<file path="src/rtl/stream_packetizer.sv">
// Frames 32-bit words into byte-stream packets: 4-byte header (magic, seq),
// payload bytes MSB-first, then a 16-bit word-count trailer.
module stream_packetizer #(
    parameter int          JUMBO_DW  = 14,
    parameter int          PKT_WORDS = 64,
    parameter logic [15:0] MAGIC     = 16'h5153,
    parameter int          FLUSH_CYC = 1024
) (
    input  logic                clk,
    input  logic                rst_n,
    input  logic                enable,
    input  logic [31:0]         w_tdata,
    input  logic                w_tvalid,
    input  logic                w_tlast,
    output logic                w_tready,
    output logic [7:0]          s_tdata,
    output logic                s_tvalid,
    input  logic                s_tready,
    output logic                pkt_done,
    output logic [JUMBO_DW-1:0] pkt_len,
    output logic [15:0]         seq
);

    localparam int IW = (FLUSH_CYC > 1) ? $clog2(FLUSH_CYC) : 1;

    typedef enum logic [2:0] {IDLE, HDR, LOAD, BYTE, TRL, DONE} state_t;

    state_t              state_reg, state_next;
    logic [1:0]          idx_reg, idx_next;
    logic [31:0]         word_reg, word_next;
    logic [15:0]         word_cnt_reg, word_cnt_next;
    logic                last_reg, last_next;
    logic [IW-1:0]       idle_reg, idle_next;
    logic [15:0]         seq_reg, seq_next;
    logic [JUMBO_DW-1:0] pkt_len_reg, pkt_len_next;

    always_ff @(posedge clk or negedge rst_n) begin
        if (!rst_n) begin
            state_reg    <= IDLE;
            idx_reg      <= '0;
            word_reg     <= '0;
            word_cnt_reg <= '0;
            last_reg     <= 1'b0;
            idle_reg     <= '0;
            seq_reg      <= '0;
            pkt_len_reg  <= '0;
        end else begin
            state_reg    <= state_next;
            idx_reg      <= idx_next;
            word_reg     <= word_next;
            word_cnt_reg <= word_cnt_next;
            last_reg     <= last_next;
            idle_reg     <= idle_next;
            seq_reg      <= seq_next;
            pkt_len_reg  <= pkt_len_next;
        end
    end

    // Byte index only advances on an accepted byte, so s_tdata is stable while stalled.
    always_comb begin
        state_next    = state_reg;
        idx_next      = idx_reg;
        word_next     = word_reg;
        word_cnt_next = word_cnt_reg;
        last_next     = last_reg;
        idle_next     = idle_reg;
        seq_next      = seq_reg;
        pkt_len_next  = pkt_len_reg;
        w_tready      = 1'b0;
        s_tvalid      = 1'b0;
        s_tdata       = 8'h00;
        pkt_done      = 1'b0;

        case (state_reg)
            IDLE: begin
                idx_next = '0;
                if (enable && w_tvalid) begin
                    state_next = HDR;
                end
            end
            HDR: begin
                s_tvalid = 1'b1;
                case (idx_reg)
                    2'd0:    s_tdata = MAGIC[15:8];
                    2'd1:    s_tdata = MAGIC[7:0];
                    2'd2:    s_tdata = seq_reg[15:8];
                    default: s_tdata = seq_reg[7:0];
                endcase
                if (s_tready) begin
                    idx_next = idx_reg + 2'd1;
                    if (idx_reg == 2'd3) begin
                        state_next = LOAD;
                    end
                end
            end
            LOAD: begin
                w_tready = 1'b1;
                if (w_tvalid) begin
                    word_next     = w_tdata;
                    word_cnt_next = word_cnt_reg + 16'd1;
                    last_next     = w_tlast || (word_cnt_reg + 16'd1 == 16'(PKT_WORDS));
                    idle_next     = '0;
                    idx_next      = '0;
                    state_next    = BYTE;
                end else if (FLUSH_CYC != 0 && word_cnt_reg != 16'd0) begin
                    // Partial packet starved of input: close it after FLUSH_CYC idle cycles.
                    if (idle_reg == IW'(FLUSH_CYC - 1)) begin
                        idle_next  = '0;
                        idx_next   = '0;
                        state_next = TRL;
                    end else begin
                        idle_next = idle_reg + 1'b1;
                    end
                end
            end
            BYTE: begin
                s_tvalid = 1'b1;
                case (idx_reg)
                    2'd0:    s_tdata = word_reg[31:24];
                    2'd1:    s_tdata = word_reg[23:16];
                    2'd2:    s_tdata = word_reg[15:8];
                    default: s_tdata = word_reg[7:0];
                endcase
                if (s_tready) begin
                    idx_next = idx_reg + 2'd1;
                    if (idx_reg == 2'd3) begin
                        state_next = last_reg ? TRL : LOAD;
                    end
                end
            end
            TRL: begin
                s_tvalid = 1'b1;
                s_tdata  = idx_reg[0] ? word_cnt_reg[7:0] : word_cnt_reg[15:8];
                if (s_tready) begin
                    if (idx_reg[0]) begin
                        idx_next     = '0;
                        pkt_len_next = JUMBO_DW'(32'd6 + 32'(word_cnt_reg) * 32'd4);
                        state_next   = DONE;
                    end else begin
                        idx_next = idx_reg + 2'd1;
                    end
                end
            end
            DONE: begin
                pkt_done      = 1'b1;
                seq_next      = seq_reg + 16'd1;
                word_cnt_next = '0;
                last_next     = 1'b0;
                idle_next     = '0;
                state_next    = IDLE;
            end
            default: begin
                state_next = IDLE;
            end
        endcase
    end

    assign pkt_len = pkt_len_reg;
    assign seq     = seq_reg;

endmodule

</file>
<file path="config.mk">
export PLATFORM = sky130hd
export DESIGN_NAME = stream_packetizer
export DESIGN_NICKNAME = d
export VERILOG_FILES = /design/src/rtl/stream_packetizer.sv
export SDC_FILE = /design/constraint.sdc
export NUM_CORES = 1
export LEC_CHECK = 0
export CAP_MARGIN = 40
export CORE_MARGIN = 4
export CORE_UTILIZATION = 54
export DETAILED_ROUTE_END_ITERATION = 8
export PLACE_DENSITY = 0.8
export SLEW_MARGIN = 20
export SYNTH_ARGS = -nofsm -noshare
export SYNTH_HDL_FRONTEND = slang
export SYNTH_SLANG_ARGS = --single-unit
</file>
<file path="constraint.sdc">
create_clock -name clk -period 3.5 [get_ports clk]
set_clock_uncertainty 0.05 [all_clocks]
set_input_delay 1.05 -clock clk [delete_from_list [all_inputs] [get_ports clk]]
set_output_delay 1.05 -clock clk [all_outputs]
set_load 0.1 [all_outputs]
</file>
==> flow_summary.ini, run 1 <==
[outcome]
outcome = finished clean

[timing]
final_hold_viol_count = 0
slew_headroom_pct = 49.8
maxSlewViolCount = 0
period_needed_ns = 3.31
tightest_slew_ns = 0.751
fin_crit_sh_pct = 94.6
fin_setup_tns_ns = 0
rsz0062_at_grt = false
fmax_mhz = 302
setup_viol = 0
timing.final.ws_setup_ns = 0.190

[worst_setup_path]
regToRegSetupSlack_ns = 0.93
critPathBufInv = 2
worstPathArrival_ns = 2.21
path_max_fanout = 10
criticalPathCategory = flip-flop to output pin
critPathCaptureType = output pin
worstSetupStartpointType = flip-flop
cp_top_family = simple AND/OR/NAND/NOR gates
crit_chain = inv_1 -> ha_1 -> or3_1 -> a21oi_1 -> o221ai_4 -> buf_12
critical_path.max_stage_delay_ns = 0.46
crit_required_ns = 2.40
slowest_stage = or3_1

[detailed_routing]
via_per_inst = 5.76
wl_met3_um = 871
vias = 4521
ant_nets = 0
drt-met1-wl_mm = 5.47
top_layer_used = met4
drt_pass1_iterations = 5
wl_per_cell_um = 16.4
wirelength_mm = 12.9
drc = 0
routed-wl-met2_mm = 6.30
first_iter_violations = 309

[pwr]
pwr-share-comb_pct = 53.7
pwr-share-seq_pct = 31.7
pwr-share-clk_pct = 14.6
p_per_area_mw_per_mm2 = 878
switchingPower_mw = 2.78
vdd_drop_max_mv = 0.837
intPower_mw = 2.76
power.total_mw = 5.54
sw_frac_of_total_pct = 50.2
leakage_nw = 2.87

[cts]
cts_max_level = 3
clock-sinks = 93
hold_buffers = 0
cts_buffer_depth = 2
cts.clk_slew.worst_paths_ns = 0.10
cts_setup_buffers = 0
cts-root-buf = clkbuf_8
cts_buffers = 9
cts_tree = done
insertion_delay_ns = 0.36
cts_repair_resize_count = 0

[synth]
syn_inst = 591
yosysUniqueCellTypes = 58
yosysMostFrequentCell = nand2_1
synth-seq-cells = 93
muxShareOfSynthArea_pct = 5.80
yosysSeqAreaShare_pct = 45.3
syn_area_mm2 = 0.00513
ys_top_cells_by_area = dfrtp_1, nand2_1, mux2i_1
synth_largest_area_cell = dfrtp_1
ys_async_sr_fraction_pct = 100
syn_area_per_cell_um2 = 8.69
syn_nets = 638
synth_fa_ha_area_share_pct = 2.19
synth_simple_gate_area_share_pct = 23.7
ys_warn_count = 0
synth_top_family_by_area = simple AND/OR/NAND/NOR gates
synth-xor-area-share_pct = 4.09
synth_edf_count = 0
synth_common_cells = nand2_1, dfrtp_1, nor2_1
synthFlopType = dfrtp_1
yosys.area.top_type_share_pct = 45.3
synth_compound_area_share_pct = 14.2

[cells_and_area]
nFillCells = 715
fin_cells = 785
area_delta_synth_final_pct = 22.8
nNetsFinal = 699
largest_reg_flops = 32
drive_gt1_share_pct = 13.4
diodes = 0
post-route-cell-area_mm2 = 0.00630

[floorplan]
core_mm2 = 0.00924
num_io_pins = 79
die-width_um = 106
die_area_mm2 = 0.0111
rows = 35
chipHeight_um = 106
start_util_pct = 55.6

[global_routing]
grt_pass1_vias = 4392
grt_pass1_wl_mm = 21.4
grt_max_degree = 59
grt-ovfl-total = 0
grt_usage_pct = 23.7
antenna_found_initial = 0

[place]
place_congestion = 0.982
placed_cells = 770
dpl_cell_area_mm2 = 0.00608
post-place-ws_ns = 0.315
portBuffers = 77
hpwl_mm = 9.43

[job]
maxCapViolations = 0

[worst_hold_path]
hold_path.class = flip-flop to flip-flop
[placed cells by master, fill, tap and decap left out, types with 3 or more instances in the layout]
cell,n
a222oi_1,8
or3_1,6
and3_1,6
o31ai_1,4
mux2i_1,26
o221ai_2,5
ha_1,9
clkdlybuf4s50_1,36
dfrtp_1,93
clkbuf_8,10
buf_4,43
nor4_1,4
nor3b_1,4
xor2_1,9
o211ai_1,8
inv_1,13
buf_12,9
nor3_1,8
nor2_1,41
a31oi_1,3
and2_1,4
nand3_1,14
a211oi_1,3
o21ai_0,28
xnor2_1,15
a21oi_1,31
a21o_1,4
nand4_1,14
nand2_1,152
[path summary, 6_finish.rpt]
check | to | cells past startpoint | startpoint
max in group asynchronous | word_reg[23] | 2 | rst_n
hold / removal | pkt_len[1] | 1 | pkt_len[1]
hold reg to reg | pkt_len[1] | 1 | pkt_len[1]
setup reg to reg | seq[15] | 6 | state_reg[1]
setup / recovery | s_tdata[0] | 6 | idx_reg[1]
min in group asynchronous | idle_reg[2] | 1 | rst_n
[cell families after synthesis]
family,after synthesis
simple gates,270
compound gates,111
flops,93
buf+inv,54
mux,29
xor+xnor,24
fa+ha+maj,9
other cells,1
[metrics by stage]
step | hold WS (ns) | util [%]
CTS | 0.431 | 68.2
global route | 0.453 | 68.2
global placement | 0.406 | 65.5
finish | 0.432 | 68.2
floorplan | 0.395 | -
detailed placement | 0.408 | 65.8
[per-layer routing]
layer	vias to the layer above	GRT usage (%)
met5	-	0
met1	2174	31.4
met3	22	5.57
li1	2167	-
met4	0	7.86
met2	158	38.4
[area by class of cell]
| type | instances | area, um2 | area share [%] |
|---|---|---|---|
| clock buffer | 10 | 138 | 2.18 |
| sequential | 93 | 2330 | 36.9 |
| inverter | 14 | 52.6 | 0.834 |
| tap | 129 | 161 | 2.56 |
| clock inverter | 5 | 83.8 | 1.33 |
| multi-input combinational | 444 | 2650 | 42.0 |
| timing repair buffer | 90 | 895 | 14.2 |
[power by group through the flow]
stage / sequential, mW / combinational (mW) / clock [mW]
detailed placement: 1.76 / 2.96 / 0
global route: 1.80 / 3.16 / 0.871
floorplan: 2.22 / 1.73 / 0
global placement: 1.75 / 2.91 / 0
finish: 1.76 / 2.97 / 0.808
CTS: 1.75 / 2.98 / 0.822
Power figures use the tool's default switching activity.
==> run 2: changes to the inputs <==
CORE_UTILIZATION = 30   (was 54)
PLACE_DENSITY = not set   (was 0.8)
clock period = 4.1 ns   (was 3.5 ns; I/O delays follow)
==> flow_summary.ini, run 2 (same netlist as run 1, synthesis figures left out) <==
[timing]
fmax_mhz = 273
rsz0062_at_grt = false
fin_setup_tns_ns = 0
period_needed_ns = 3.67
final_hold_viol_count = 0
maxSlewViolCount = 0
fin_crit_sh_pct = 89.5
slew_headroom_pct = 51.0
setup_viol = 0
tightest_slew_ns = 0.726

[pwr]
switchingPower_mw = 2.42
vdd_drop_max_mv = 0.625
pwr-share-comb_pct = 52.1
intPower_mw = 2.59
sw_frac_of_total_pct = 48.3
pwr-share-seq_pct = 30.0
p_per_area_mw_per_mm2 = 767
leakage_nw = 2.92
pwr-share-clk_pct = 17.9

[floorplan]
die-width_um = 139
chipHeight_um = 139
start_util_pct = 30.7
core_mm2 = 0.0167
num_io_pins = 79
rows = 47
die_area_mm2 = 0.0193

[worst_setup_path]
timing.rr.end = last_reg
timing.rr.start = word_cnt_reg[0]
crit_chain = inv_1 -> ha_1 -> a222oi_1 -> mux2i_1 -> nand2_1 -> o221ai_1 -> buf_12
crit_required_ns = 2.82
r2r_cells = 6
worstPathArrival_ns = 2.39
path_max_fanout = 12
criticalPathCategory = flip-flop to output pin
critical_path.max_stage_delay_ns = 0.47
regToRegSetupSlack_ns = 1.58
worstSetupStartpointType = flip-flop
critPathCaptureType = output pin
slowest_stage = a222oi_1

[worst_hold_path]
hold_depth = 1
min-delay-start = pkt_len[1]
hold_path.class = flip-flop to flip-flop
min_to = pkt_len[1]

[detailed_routing]
ant_nets = 0
vias = 4596
first_iter_violations = 476
wl_per_cell_um = 16.6
wirelength_mm = 14.6
via_per_inst = 5.21
drt_pass1_iterations = 7
drc = 0

[global_routing]
grt-ovfl-total = 0
grt_pass1_wl_mm = 23.9
antenna_found_initial = 0
grt_usage_pct = 15.0
grt_pass1_vias = 4565
grt_max_degree = 34

[cts]
insertion_delay_ns = 0.34
cts_setup_buffers = 0
cts.clk_slew.worst_paths_ns = 0.07
clock-sinks = 93
cts_buffers = 9
cts-root-buf = clkbuf_16
hold_buffers = 0
cts_buffer_depth = 2
cts_max_level = 3
cts_tree = done
cts_repair_resize_count = 0

[cells_and_area]
nNetsFinal = 704
area_delta_synth_final_pct = 27.2
final_cell_mix = nand2_1, dfrtp_1, nor2_1, clkdlybuf4s50_1, buf_4
final_util_pct = 39.1
final_common_cell = nand2_1
nFillCells = 1717
largest_reg_flops = 32
diodes = 0
drive_gt1_share_pct = 12.2

[place]
hpwl_mm = 10.7
portBuffers = 77
place_congestion = 0.878

[outcome]
outcome = finished clean

[job]
maxCapViolations = 0
## run 2: changes by cell type in the layout (fill, tap and decap cells not counted), moves of 4 or more
cell	change
clkdlybuf4s50_1	+5
buf_8	+5
clkbuf_8	-10
o221ai_1	+4
buf_4	-4
clkbuf_16	+9
## run 2: worst max path at each step
| stage | cells after the start | to | slack [ns] | startpoint |
|---|---|---|---|---|
| 2_1_floorplan | 2 | s_tdata[3] | 0.08 | seq[3] |
| 3_3_place_gp | 6 | idle_reg[1] | 0.75 | w_tvalid |
| 3_5_place_dp | 6 | idle_reg[1] | 0.70 | w_tvalid |
| 4_1_cts | 8 | s_tdata[1] | 0.48 | idx_reg[0] |
| 5_1_grt | 8 | s_tdata[1] | 0.32 | idx_reg[0] |
| 6_report | 7 | s_tdata[3] | 0.43 | idx_reg[0] |
## run 2: area by class of cell
| cell class | count | area (um2) | share of cell area [%] |
|---|---|---|---|
| clock buffers | 11 | 233 | 3.56 |
| clock inverters | 5 | 85.1 | 1.30 |
| multi-input cells | 444 | 2590 | 39.6 |
| repair buffers | 95 | 970 | 14.8 |
| flip-flops and latches | 93 | 2330 | 35.6 |
| well taps | 220 | 275 | 4.21 |
| inverters | 14 | 52.6 | 0.805 |
## run 2: metal layers
metal  wire (um)  vias up  GRT usage (%)
met1        6510     2210           20.0
met5           0        -              0
li1            -     2192              -
met4         311        0           4.94
met3         884       25           3.24
met2        6900      169           24.2
## run 2: power by group through the flow
| stage | logic, mW | registers [mW] | clock network, mW |
|---|---|---|---|
| floorplan | 1.43 | 1.89 | 0 |
| global placement | 2.48 | 1.51 | 0 |
| detailed placement | 2.61 | 1.52 | 0 |
| CTS | 2.62 | 1.50 | 0.923 |
| global route | 2.79 | 1.54 | 0.953 |
| finish | 2.61 | 1.51 | 0.897 |
## run 2: through the flow
| step | cell area [um2] | instances | hold WS (ns) | worst slack [ns] | power, mW |
|---|---|---|---|---|---|
| after floorplan | 5150 | 591 | 0.395 | 0.0819 | 3.32 |
| after global routing | 6530 | 882 | 0.445 | 0.323 | 5.28 |
| after detailed placement | 6210 | 866 | 0.402 | 0.702 | 4.13 |
| after global placement | 6100 | 858 | 0.408 | 0.750 | 4.00 |
| after CTS | 6530 | 882 | 0.419 | 0.480 | 5.05 |
| final | 6530 | 882 | 0.416 | 0.432 | 5.01 |
## run 2: worst max-delay path, delay by kind of cell (launching register included)
family | cells | cell delay, ns
AOI/OAI and AO/OA | 2 | 0.67
DFF | 1 | 0.40
adders and majority gates | 1 | 0.38
buffers and inverters | 2 | 0.36
muxes | 1 | 0.13
and+or+nand+nor | 1 | 0.10
